`config.mk`:
```
export PLATFORM = sky130hd
export DESIGN_NAME = imu_sample_gen
export DESIGN_NICKNAME = d
export VERILOG_FILES = /design/src/rtl/imu_sample_gen.sv
export SDC_FILE = /design/constraint.sdc
export NUM_CORES = 1
export LEC_CHECK = 0
export CORE_MARGIN = 10
export CORE_UTILIZATION = 50
export DETAILED_ROUTE_END_ITERATION = 7
export PLACE_DENSITY = 0.84
export SETUP_SLACK_MARGIN = 0.1
export SYNTH_ARGS = -nofsm -noshare
export SYNTH_HDL_FRONTEND = slang
export SYNTH_SLANG_ARGS = --single-unit
```
`constraint.sdc`:
```
create_clock -name clk -period 3 [get_ports clk]
set_input_delay 0.6 -clock clk [delete_from_list [all_inputs] [get_ports clk]]
set_output_delay 0.6 -clock clk [all_outputs]
set_load 0.05 [all_outputs]
```
`src/rtl/imu_sample_gen.sv`:
```
// ============================================================================
//  Module      : imu_sample_gen
//  Description : Multi-channel IMU stimulus source. A rate divider produces
//                one tick every DIV enabled cycles. Each tick accepted while
//                idle emits a frame of NUM_CH words over a valid/ready
//                stream. Word c of a frame with snapshot S is
//                (S + c*CH_STEP) mod (MAX_VALUE+1). The base counter runs in
//                sawtooth, triangle or hold mode. Ticks that arrive while a
//                frame is in flight are counted in a saturating drop counter.
//  Ports       : clk        - clock, rising edge
//                rst_n      - asynchronous active-low reset
//                enable_i   - gates the rate divider
//                mode_i     - 0 sawtooth, 1 triangle, 2/3 hold
//                m_valid_o  - sample word present
//                m_ready_i  - downstream accepts the word
//                m_data_o   - sample word
//                m_ch_o     - channel index of m_data_o
//                m_last_o   - last channel of the frame
//                drop_cnt_o - saturating count of ticks lost in SEND
//  Revision    : 1.0 - initial release
// ============================================================================
`timescale 1ns/1ps
`default_nettype none

module imu_sample_gen #(
    parameter int unsigned WIDTH     = 16,
    parameter int unsigned MAX_VALUE = 16'd1000,
    parameter int unsigned NUM_CH    = 3,
    parameter int unsigned CH_STEP   = 16'd100,
    parameter int unsigned DIV       = 4
) (
    input  logic                                     clk,
    input  logic                                     rst_n,
    input  logic                                     enable_i,
    input  logic [1:0]                               mode_i,
    output logic                                     m_valid_o,
    input  logic                                     m_ready_i,
    output logic [WIDTH-1:0]                         m_data_o,
    output logic [((NUM_CH > 1) ? $clog2(NUM_CH) : 1)-1:0] m_ch_o,
    output logic                                     m_last_o,
    output logic [15:0]                              drop_cnt_o
);

    localparam int unsigned CH_W  = (NUM_CH > 1) ? $clog2(NUM_CH) : 1;
    localparam int unsigned DIV_W = (DIV > 1) ? $clog2(DIV) : 1;

    localparam logic [DIV_W-1:0] C_DIV_LAST = DIV_W'(DIV - 1);
    localparam logic [CH_W-1:0]  C_CH_LAST  = CH_W'(NUM_CH - 1);
    localparam logic [WIDTH-1:0] C_MAX      = WIDTH'(MAX_VALUE);
    localparam logic [WIDTH:0]   C_MAX_EXT  = (WIDTH+1)'(MAX_VALUE);
    localparam logic [WIDTH:0]   C_MOD_EXT  = (WIDTH+1)'(MAX_VALUE + 1);
    localparam logic [WIDTH:0]   C_STEP_EXT = (WIDTH+1)'(CH_STEP);

    typedef enum logic [0:0] {
        S_IDLE = 1'b0,
        S_SEND = 1'b1
    } state_t;

    state_t           state_q;
    logic [DIV_W-1:0] div_cnt_q;
    logic [WIDTH-1:0] base_q;
    logic             dir_up_q;
    logic             m_valid_q;
    logic [WIDTH-1:0] m_data_q;
    logic [CH_W-1:0]  m_ch_q;
    logic [15:0]      drop_cnt_q;

    logic             tick;
    logic             handshake;
    logic             last;
    logic [WIDTH:0]   step_sum;
    logic [WIDTH-1:0] m_data_d;
    logic [WIDTH-1:0] base_d;
    logic             dir_up_d;

    // ------------------------------------------------------------------
    // Combinational helpers
    // ------------------------------------------------------------------
    always_comb begin
        tick      = enable_i && (div_cnt_q == C_DIV_LAST);
        handshake = m_valid_q && m_ready_i;
        last      = m_valid_q && (m_ch_q == C_CH_LAST);

        // Both operands are <= MAX_VALUE, so one conditional subtraction
        // brings the sum back into range; the extra bit catches overflow.
        step_sum = {1'b0, m_data_q} + C_STEP_EXT;
        if (step_sum > C_MAX_EXT) begin
            m_data_d = WIDTH'(step_sum - C_MOD_EXT);
        end else begin
            m_data_d = step_sum[WIDTH-1:0];
        end

        base_d   = base_q;
        dir_up_d = 1'b1;
        case (mode_i)
            2'd0: begin
                base_d = (base_q == C_MAX) ? '0 : base_q + WIDTH'(1);
            end
            2'd1: begin
                // The endpoint is emitted once: the step that leaves an
                // endpoint already moves in the new direction.
                if (C_MAX == '0) begin
                    base_d = '0;
                end else if (dir_up_q) begin
                    if (base_q == C_MAX) begin
                        base_d   = base_q - WIDTH'(1);
                        dir_up_d = 1'b0;
                    end else begin
                        base_d = base_q + WIDTH'(1);
                    end
                end else begin
                    if (base_q == '0) begin
                        base_d = base_q + WIDTH'(1);
                    end else begin
                        base_d   = base_q - WIDTH'(1);
                        dir_up_d = 1'b0;
                    end
                end
            end
            default: begin
                base_d = base_q;
            end
        endcase
    end

    // ------------------------------------------------------------------
    // Rate divider: frozen while disabled, wraps on the tick cycle
    // ------------------------------------------------------------------
    always_ff @(posedge clk or negedge rst_n) begin
        if (!rst_n) begin
            div_cnt_q <= '0;
        end else if (enable_i) begin
            div_cnt_q <= tick ? '0 : div_cnt_q + DIV_W'(1);
        end
    end

    // ------------------------------------------------------------------
    // Frame FSM with registered stream outputs
    // ------------------------------------------------------------------
    always_ff @(posedge clk or negedge rst_n) begin
        if (!rst_n) begin
            state_q    <= S_IDLE;
            base_q     <= '0;
            dir_up_q   <= 1'b1;
            m_valid_q  <= 1'b0;
            m_data_q   <= '0;
            m_ch_q     <= '0;
            drop_cnt_q <= '0;
        end else begin
            case (state_q)
                S_IDLE: begin
                    if (tick) begin
                        m_data_q  <= base_q;
                        m_ch_q    <= '0;
                        m_valid_q <= 1'b1;
                        base_q    <= base_d;
                        dir_up_q  <= dir_up_d;
                        state_q   <= S_SEND;
                    end
                end
                S_SEND: begin
                    // A tick here is lost even on the final handshake edge.
                    if (tick && (drop_cnt_q != 16'hFFFF)) begin
                        drop_cnt_q <= drop_cnt_q + 16'd1;
                    end
                    if (handshake) begin
                        if (last) begin
                            m_valid_q <= 1'b0;
                            state_q   <= S_IDLE;
                        end else begin
                            m_ch_q   <= m_ch_q + CH_W'(1);
                            m_data_q <= m_data_d;
                        end
                    end
                end
                default: begin
                    state_q <= S_IDLE;
                end
            endcase
        end
    end

    assign m_valid_o  = m_valid_q;
    assign m_data_o   = m_data_q;
    assign m_ch_o     = m_ch_q;
    assign m_last_o   = last;
    assign drop_cnt_o = drop_cnt_q;

endmodule

`default_nettype wire

```
[Word-level counts from Yosys, hierarchy flattened]
Cells that the tools add are included.
Storage, ports and cells
  register bits after elaboration: 55
  logic and storage cells: 65
Cells by class
  add/subtract/negate cells: 7
  magnitude comparators: 1
  eq/ne operators: 9
  muxes and demuxes: 27
  bitwise gates (word level): 1
  reduce and logical (&&, ||, !) cells: 12
Operators with widths (number)
  $mux 16: 8
  $pmux 16 s2: 2
  $add 16x1->16 const B: 2
  $add 16x7->17 const B: 1
  $gt 17x10->1 const B: 1
  $eq 16x10->1 const B: 1
  $logic_not 16->1: 1
  $ne 16x16->1 const B: 1
  $sub 16x1->16 const B: 1
  $sub 16x10->16 const B: 1
  $mux 1: 10
  $reduce_and 3->1: 3
  $mux 2: 4
  $ne 2x2->1 const B: 3
  $add 2x1->2 const B: 2
  $eq 2x2->1 const B: 2
  $logic_and 1x1->1: 4
  $pmux 1 s2: 2
  $pmux 2 s2: 1
  $reduce_and 2->1: 2
  $eq 2x1->1 const B: 1
  $logic_not 2->1: 1
  $ne 2x1->1 const B: 1
  $reduce_bool 2->1: 1
  $not 1->1: 1

[Logic depth before layout (Yosys ltp)]
Gate-level depths: netlist of run 1.
  depth after elaboration: 6
  gate-level depth with buffers: 11

[Worst setup path after synthesis of run 1]
OpenSTA, ideal clock, no wires.
  kind: register to register
  start point: register m_data_q[2], in the netlist m_data_o[2]
  end point: register m_data_q[1], in the netlist m_data_o[1]
  setup time: 0.111 ns
  arrival: 2.712 ns
  slack: 0.177 ns
  cell stages (with the launch flop): 12
  cells stage by stage: dfrtp_1 > ha_1 > buf_6 > a211o_1 > and4b_4 > o32ai_2 > o31a_1 > nand3_4 > buf_6 > nand3_2 > o21ai_1 > a222oi_1
On the way
  longest elaborated chain between the ends: 6
RTL lines
  from (decl): line 64  | logic [WIDTH-1:0] m_data_q;
  from (signal assigned): line 153  | m_data_q <= base_q;
  from (signal assigned): line 172  | m_data_q <= m_data_d;
  $add 16x7->17: line 86  | step_sum = {1'b0, m_data_q} + C_STEP_EXT;
  $gt 17x10->1: line 87  | if (step_sum > C_MAX_EXT) begin
  $mux 16: line 87
  $mux 16: line 167  | if (last) begin
  $mux 16: line 166  | if (handshake) begin
  $pmux 16 s2: line 150  | case (state_q)
Every way passes these cells. The select of a mux whose other input is x is not followed.
A chain may end at the register's enable or synchronous reset.

[Worst setup path after layout of run 1]
  start point: register m_data_q[3], in the netlist m_data_o[3]
  end point: register m_data_q[6], in the netlist m_data_o[6]
On the way
  longest elaborated chain between the ends: 6
RTL lines (line)
  $add 16x7->17 *: 86
  $sub 16x10->16 or $gt 17x10->1 (tied branches): 88, 87
  $mux 16 *: 87
  $mux 16 *: 167
  $mux 16 *: 166
  $pmux 16 s2 *: 150
Mark *: on every way between the ends. The rest lies on a longest branch, timed or not. The select of a mux whose other input is x is not followed.

==> impl_metrics.tcl, run 1 <==
set metrics [dict create \
    status "finished, final reports clean" \
    layout.cells.non_filler 600 \
    drt_pre_antenna_iters 5 \
    synth-seq-area-share_pct 35.0 \
    synth_top_cells_by_area "dfrtp_1 (34%), xnor2_1 (6.5%), a21oi_1 (5.1%), nand2_1 (3.9%), ha_1 (3.2%)" \
    initial_core_util_pct 51.1 \
    die_area_um2 11800 \
    yosysTopAreaCell "dfrtp_1" \
    area_growth_pct 17.7 \
    synth-edff-count 0 \
    insertion_delay_ns 0.32 \
    nFillCells 658 \
    netlist_top_cells_count "dfrtp_1 (54), nand2_1 (41), a21oi_1 (40), nor2_1 (30), xnor2_1 (29)" \
    final_max_slew_viol_count 0 \
    reg2reg_from "m_data_o[3]$_DFFE_PN0P_" \
    nets 513 \
    hpwl_um 7970 \
    yosysMostFrequentCell "dfrtp_1" \
    first_global_vias 3637 \
    crit_required_ns 3.24 \
    relSlewSlack_pct 49.5 \
    cts_tree "yes" \
    leakage_nw 1.88 \
    port_buffers 41 \
    grt_overflow_total 0 \
    die_h_um 109 \
    grt_pass1_wl_um 17600 \
    max_freq_mhz 367 \
    post-route-period-util_pct 90.9 \
    hold_path.class "in -> async" \
    cp-startpoint "m_data_o[3]$_DFFE_PN0P_" \
    vias 3732 \
    synthFlopType "dfrtp_1" \
    cp.arrival_ns 2.97 \
    synthCells 453 \
    globalplace.congestion 0.930 \
    clockRootBuffer "clkbuf_8" \
    pin_count 42 \
    place_inst 590 \
    clkSlewWorstSetupHoldPaths_ns 0.11 \
    critPathMaxFanout 17 \
    antenna_found_initial 0 \
    ir_drop_mv 0.491 \
    reg2reg_depth 9 \
    setup_tns_ns 0 \
    clock_sinks 55 \
    num_antenna_cells 0 \
    fin_crit_ns 2.73 \
    worstMarginPinSlew_ns 0.758 \
    yosysWarningCount 0 \
    crit_family "compound AO/OA/AOI/OAI gates" \
    finalClockSkew_ns 0.0119 \
    cp_num_cells 9 \
    htreeDepth 2 \
    setup_viol 0 \
    worstSetupPathType "reg -> reg" \
    cp_slowest_stage_delay_ns 0.48 \
    cp_cell_sequence "ha_2, a211o_1, and4b_4, o32ai_2, o31a_1, nand3_4, a221oi_2, nor4_1, nor3_2" \
    end_kind "flip-flop" \
    core_area_um2 7690 \
    synth.avg_cell_area_um2 8.68 \
    drive_above_1_share_pct 11.6 \
    hold-worst-slack_ns 0.334 \
    netlist_area_um2 3930 \
    p_per_area_nw_per_um2 940 \
    cts_buffers 5 \
    wl_um 10900 \
    ant_nets 0 \
    avgRoutedWirePerCell_um 18.2 \
    drc 0 \
    yosysUniqueCellTypes 73 \
    grtUsageTotal_pct 18.0 \
    drtIter0Drc 337 \
    utilization_pct 60.2 \
    clock_path_buffers 2 \
    finalHoldViolCount 0 \
    vias_per_cell 6.22 \
    rsz0062_at_grt "false" \
    critPathBufInv 0 \
    ys_seq_elements 55 \
    die_w_um 109 \
    cp-start-kind "flip-flop" \
    rows 32 \
    max-cap-violations 0 \
    grt_max_degree 34 \
    syn-num-nets 469 \
    cp_slowest_cell "dfrtp_1" \
    synthArstFlopShare_pct 100 \
    synth_top_area_share_pct 34.4 \
]
per-layer routing:
layer  routed length [um]  vias to the layer above  global-route usage, %  share of wire, %
met4                  292                        0                   7.44               2.7
met1                 4720                     1793                   22.5                43
met2                 5330                      129                   30.6                49
li1                     -                     1779                      -                 -
met3                  551                       31                   2.71               5.1
met5                    0                        -                      0                 0
placed cells by master, fill, tap and decap left out, types with 4 or more instances in the layout:
master | synthesis | routed
nor3_1 | 11 | 11
o31a_1 | 4 | 4
o31ai_1 | 6 | 6
ha_1 | 10 | 9
o21ai_0 | 20 | 20
a221oi_1 | 6 | 6
xnor2_1 | 29 | 29
or3_1 | 8 | 8
inv_1 | 17 | 17
nor2_1 | 30 | 30
nand2_1 | 41 | 41
nand3_1 | 19 | 19
a21oi_1 | 40 | 40
a41oi_1 | 4 | 4
clkbuf_8 | 0 | 5
o21ai_1 | 6 | 6
buf_4 | 0 | 22
and3_1 | 15 | 15
nand4_1 | 6 | 6
dfrtp_1 | 54 | 54
o22ai_1 | 11 | 11
a31oi_1 | 7 | 7
o221ai_1 | 5 | 5
xor2_1 | 7 | 7
clkdlybuf4s50_1 | 0 | 40
and4_1 | 6 | 6
area by class of cell:
type	instances	area, um2	area share, %
sequential	55	1380	29.8
tap	102	128	2.76
timing repair buffer	63	571	12.3
clock inverter	2	38.8	0.838
inverter	17	63.8	1.38
multi-input combinational	355	2380	51.4
clock buffer	6	72.6	1.57
worst reg2reg max path, stage by stage, from the launching register on:
cell      delay, ns
dfrtp_1        0.48
ha_2           0.25
a211o_1        0.36
and4b_4        0.24
o32ai_2        0.32
o31a_1         0.23
nand3_4        0.20
a221oi_2       0.31
nor4_1         0.09
nor3_2         0.18
registers in the layout, indices dropped and copies added, names as in the netlist:
register    cells
base_q         16
dir_up_q        1
div_cnt_q       2
drop_cnt_o     16
m_ch_o          2
m_data_o       16
m_valid_o       1
state_q         1
through the flow:
| step | worst slack, ns | area (um2) | total power, mW |
|---|---|---|---|
| global route | 0.0973 | 4630 | 4.62 |
| global placement | 0.314 | 4480 | 3.70 |
| finish | 0.274 | 4630 | 4.35 |
| floorplan | 0.177 | 3930 | 3.08 |
| detailed placement | 0.144 | 4480 | 3.76 |
| CTS | 0.195 | 4590 | 4.29 |
report_power, final:
part | internal (mW) | total [mW] | switching (mW)
Combinational | 1.01 | 2.63 | 1.62
Clock | 0.253 | 0.518 | 0.265
Sequential | 0.923 | 1.21 | 0.283
timing repair:
item	CTS	global route
hold buffers	0	0
setup endpoints to repair	0	13
setup buffers	0	2
gates resized for setup	0	4
worst paths after layout:
path	slack, ns	endpoint
min	0.33	m_ch_o[1]$_DFFE_PN0P_
max in group asynchronous	1.97	base_q[7]$_DFFE_PN0P_
max	0.27	m_data_o[6]$_DFFE_PN0P_
max reg2reg	0.27	m_data_o[6]$_DFFE_PN0P_
min reg2reg	0.50	drop_cnt_o[14]$_DFFE_PN0P_
min in group clk	0.50	drop_cnt_o[14]$_DFFE_PN0P_
cells by family (layout without fill, tap and decap cells):
logic type / count (synthesis) / count (layout) / share of synthesized area (%)
adder cells (fa/ha/maj): 10 / 10 / 3.18
multiplexers: 4 / 4 / 1.08
AND/OR/NAND/NOR: 163 / 163 / 22.4
buffers and inverters: 43 / 88 / 5.06
flip-flops: 55 / 55 / 35.0
XOR/XNOR: 36 / 36 / 8.02
AO/OA/AOI/OAI: 142 / 142 / 25.2
Note: power is estimated with default switching activity, not from simulation.
==> inputs of run 2 (changes only) <==
- CORE_UTILIZATION: 50 -> 57
- PLACE_DENSITY: 0.84 -> default
- PLACE_DENSITY_LB_ADDON: default -> 0.25
==> impl_metrics.tcl, run 2 (synthesis results as in run 1) <==
set metrics [dict create \
    p_per_area_nw_per_um2 923 \
    layout_common_cells "dfrtp_1 (53), nand2_1 (41), a21oi_1 (40), clkdlybuf4s50_1 (40), nor2_1 (30)" \
    cts_buffers 5 \
    globalplace.congestion 0.926 \
    htreeDepth 2 \
    rows 30 \
    switching_share_pct 50.1 \
    drt_pre_antenna_iters 5 \
    avgRoutedWirePerCell_um 17.6 \
    grtUsageTotal_pct 19.6 \
    pwr-share-comb_pct 62.0 \
    first_global_vias 3491 \
    vias 3687 \
    pre_cts_ws_ns 0.249 \
    crit_required_ns 3.24 \
    setup_viol 0 \
    worstMarginPinSlew_ns 0.770 \
    setup_tns_ns 0 \
    clockRootBuffer "clkbuf_8" \
    die_w_um 103 \
    final_max_slew_viol_count 0 \
    mostFrequentLayoutCell "dfrtp_1" \
    die_h_um 103 \
    max-cap-violations 0 \
    post_cts.repair.setup_buffers 0 \
    rsz0062_at_grt "false" \
    clock_path_buffers 2 \
    core_area_um2 6760 \
    critPathMaxFanout 17 \
    max_freq_mhz 366 \
    clkSlewWorstSetupHoldPaths_ns 0.11 \
    ir_drop_mv 0.469 \
    p_sw_mw 2.10 \
    fin_crit_ns 2.73 \
    intPower_mw 2.09 \
    pin_count 42 \
    post-route-period-util_pct 91.1 \
    grt_pass1_wl_um 17000 \
    grt_max_degree 35 \
    cp-start-kind "flip-flop" \
    drc 0 \
    grt_overflow_total 0 \
    insertion_delay_ns 0.32 \
    antenna_found_initial 0 \
    initial_core_util_pct 58.2 \
    drive_above_1_share_pct 11.1 \
    seq_power_share_pct 27.7 \
    cp.arrival_ns 2.98 \
    fin_ws_ns 0.267 \
    hpwl_um 7640 \
    relSlewSlack_pct 48.7 \
    layout.cells.non_filler 576 \
    worstSetupPathType "reg -> reg" \
    end_kind "flip-flop" \
    die_area_um2 10600 \
    status "finished, final reports clean" \
    ant_nets 0 \
    wl_um 10100 \
    area_growth_pct 15.6 \
    drtIter0Drc 257 \
    clock_sinks 55 \
    vias_per_cell 6.40 \
    hold_path.class "in -> async" \
    place_inst 568 \
    finalClockSkew_ns 0.00826 \
    cts_tree "yes" \
    hold-worst-slack_ns 0.337 \
    finalHoldViolCount 0 \
    p_clk_share_pct 10.2 \
    nets 511 \
    port_buffers 41 \
    num_antenna_cells 0 \
    leakage_nw 1.85 \
    nFillCells 583 \
]
[run 2: cell count changes in the layout (fill, tap and decap cells not counted), sizes merged]
cell | before | now
clkinv | 0 | 2
bufinv | 1 | 0
buf | 23 | 21
inv | 18 | 17
[run 2: path summary, 6_finish.rpt]
kind                                     startpoint                       end  slack [ns]  cells past startpoint
max                         m_data_o[2]$_DFFE_PN0P_   m_data_o[6]$_DFFE_PN0P_        0.27                      9
min                                           rst_n     base_q[8]$_DFFE_PN0P_        0.34                      1
max reg2reg                 m_data_o[2]$_DFFE_PN0P_   m_data_o[6]$_DFFE_PN0P_        0.27                      9
min reg2reg                div_cnt_q[0]$_DFFE_PN0P_  div_cnt_q[0]$_DFFE_PN0P_        0.49                      1
max in group asynchronous                     rst_n   m_data_o[2]$_DFFE_PN0P_        1.98                      2
min in group clk           div_cnt_q[0]$_DFFE_PN0P_  div_cnt_q[0]$_DFFE_PN0P_        0.49                      1
[run 2: cell type report]
class	count	area [um2]	area share, %
Multi-Input combinational cell	355	2350	51.8
Sequential cell	55	1380	30.3
Timing Repair Buffer	61	556	12.2
Tap cell	80	100	2.20
Clock buffer	6	72.6	1.60
Inverter	17	63.8	1.40
Clock inverter	2	17.5	0.386
[run 2: critical path, stage by stage (launching register included)]
cell,delay [ns]
dfrtp_2,0.49
ha_1,0.26
a211o_1,0.35
and4b_4,0.23
o32ai_2,0.32
o31a_1,0.22
nand3_4,0.20
a221oi_2,0.32
nor4_1,0.09
nor3_2,0.17
[run 2: metrics by stage]
step | power [mW] | util [%] | instance area [um2]
4_1_cts | 4.18 | 67.2 | 4540
5_1_grt | 4.51 | 67.2 | 4540
2_1_floorplan | 3.08 | - | 3930
3_3_place_gp | 3.71 | 65.9 | 4450
3_5_place_dp | 3.76 | 65.9 | 4450
6_report | 4.19 | 67.2 | 4540
[run 2: power by group through the flow]
stage / combinational (mW) / sequential, mW / clock, mW
CTS: 2.59 / 1.16 / 0.425
detailed placement: 2.58 / 1.18 / 0
global route: 2.85 / 1.20 / 0.465
floorplan: 1.53 / 1.56 / 0
finish: 2.60 / 1.16 / 0.429
global placement: 2.54 / 1.17 / 0
[run 2: routing by layer]
| layer | track usage (%) | part of all wire, % | up-vias |
|---|---|---|---|
| met5 | 0 | 0 | - |
| met4 | 4.60 | 0.97 | 0 |
| met3 | 2.08 | 4.5 | 8 |
| met2 | 32.4 | 48 | 111 |
| met1 | 26.9 | 46 | 1794 |
| li1 | - | - | 1774 |
[run 2: timing repair]
action | CTS | global route
resized for setup | 0 | 1
hold endpoints to repair | 0 | 0
hold buffers | 0 | 0
setup endpoints to repair | 0 | 1
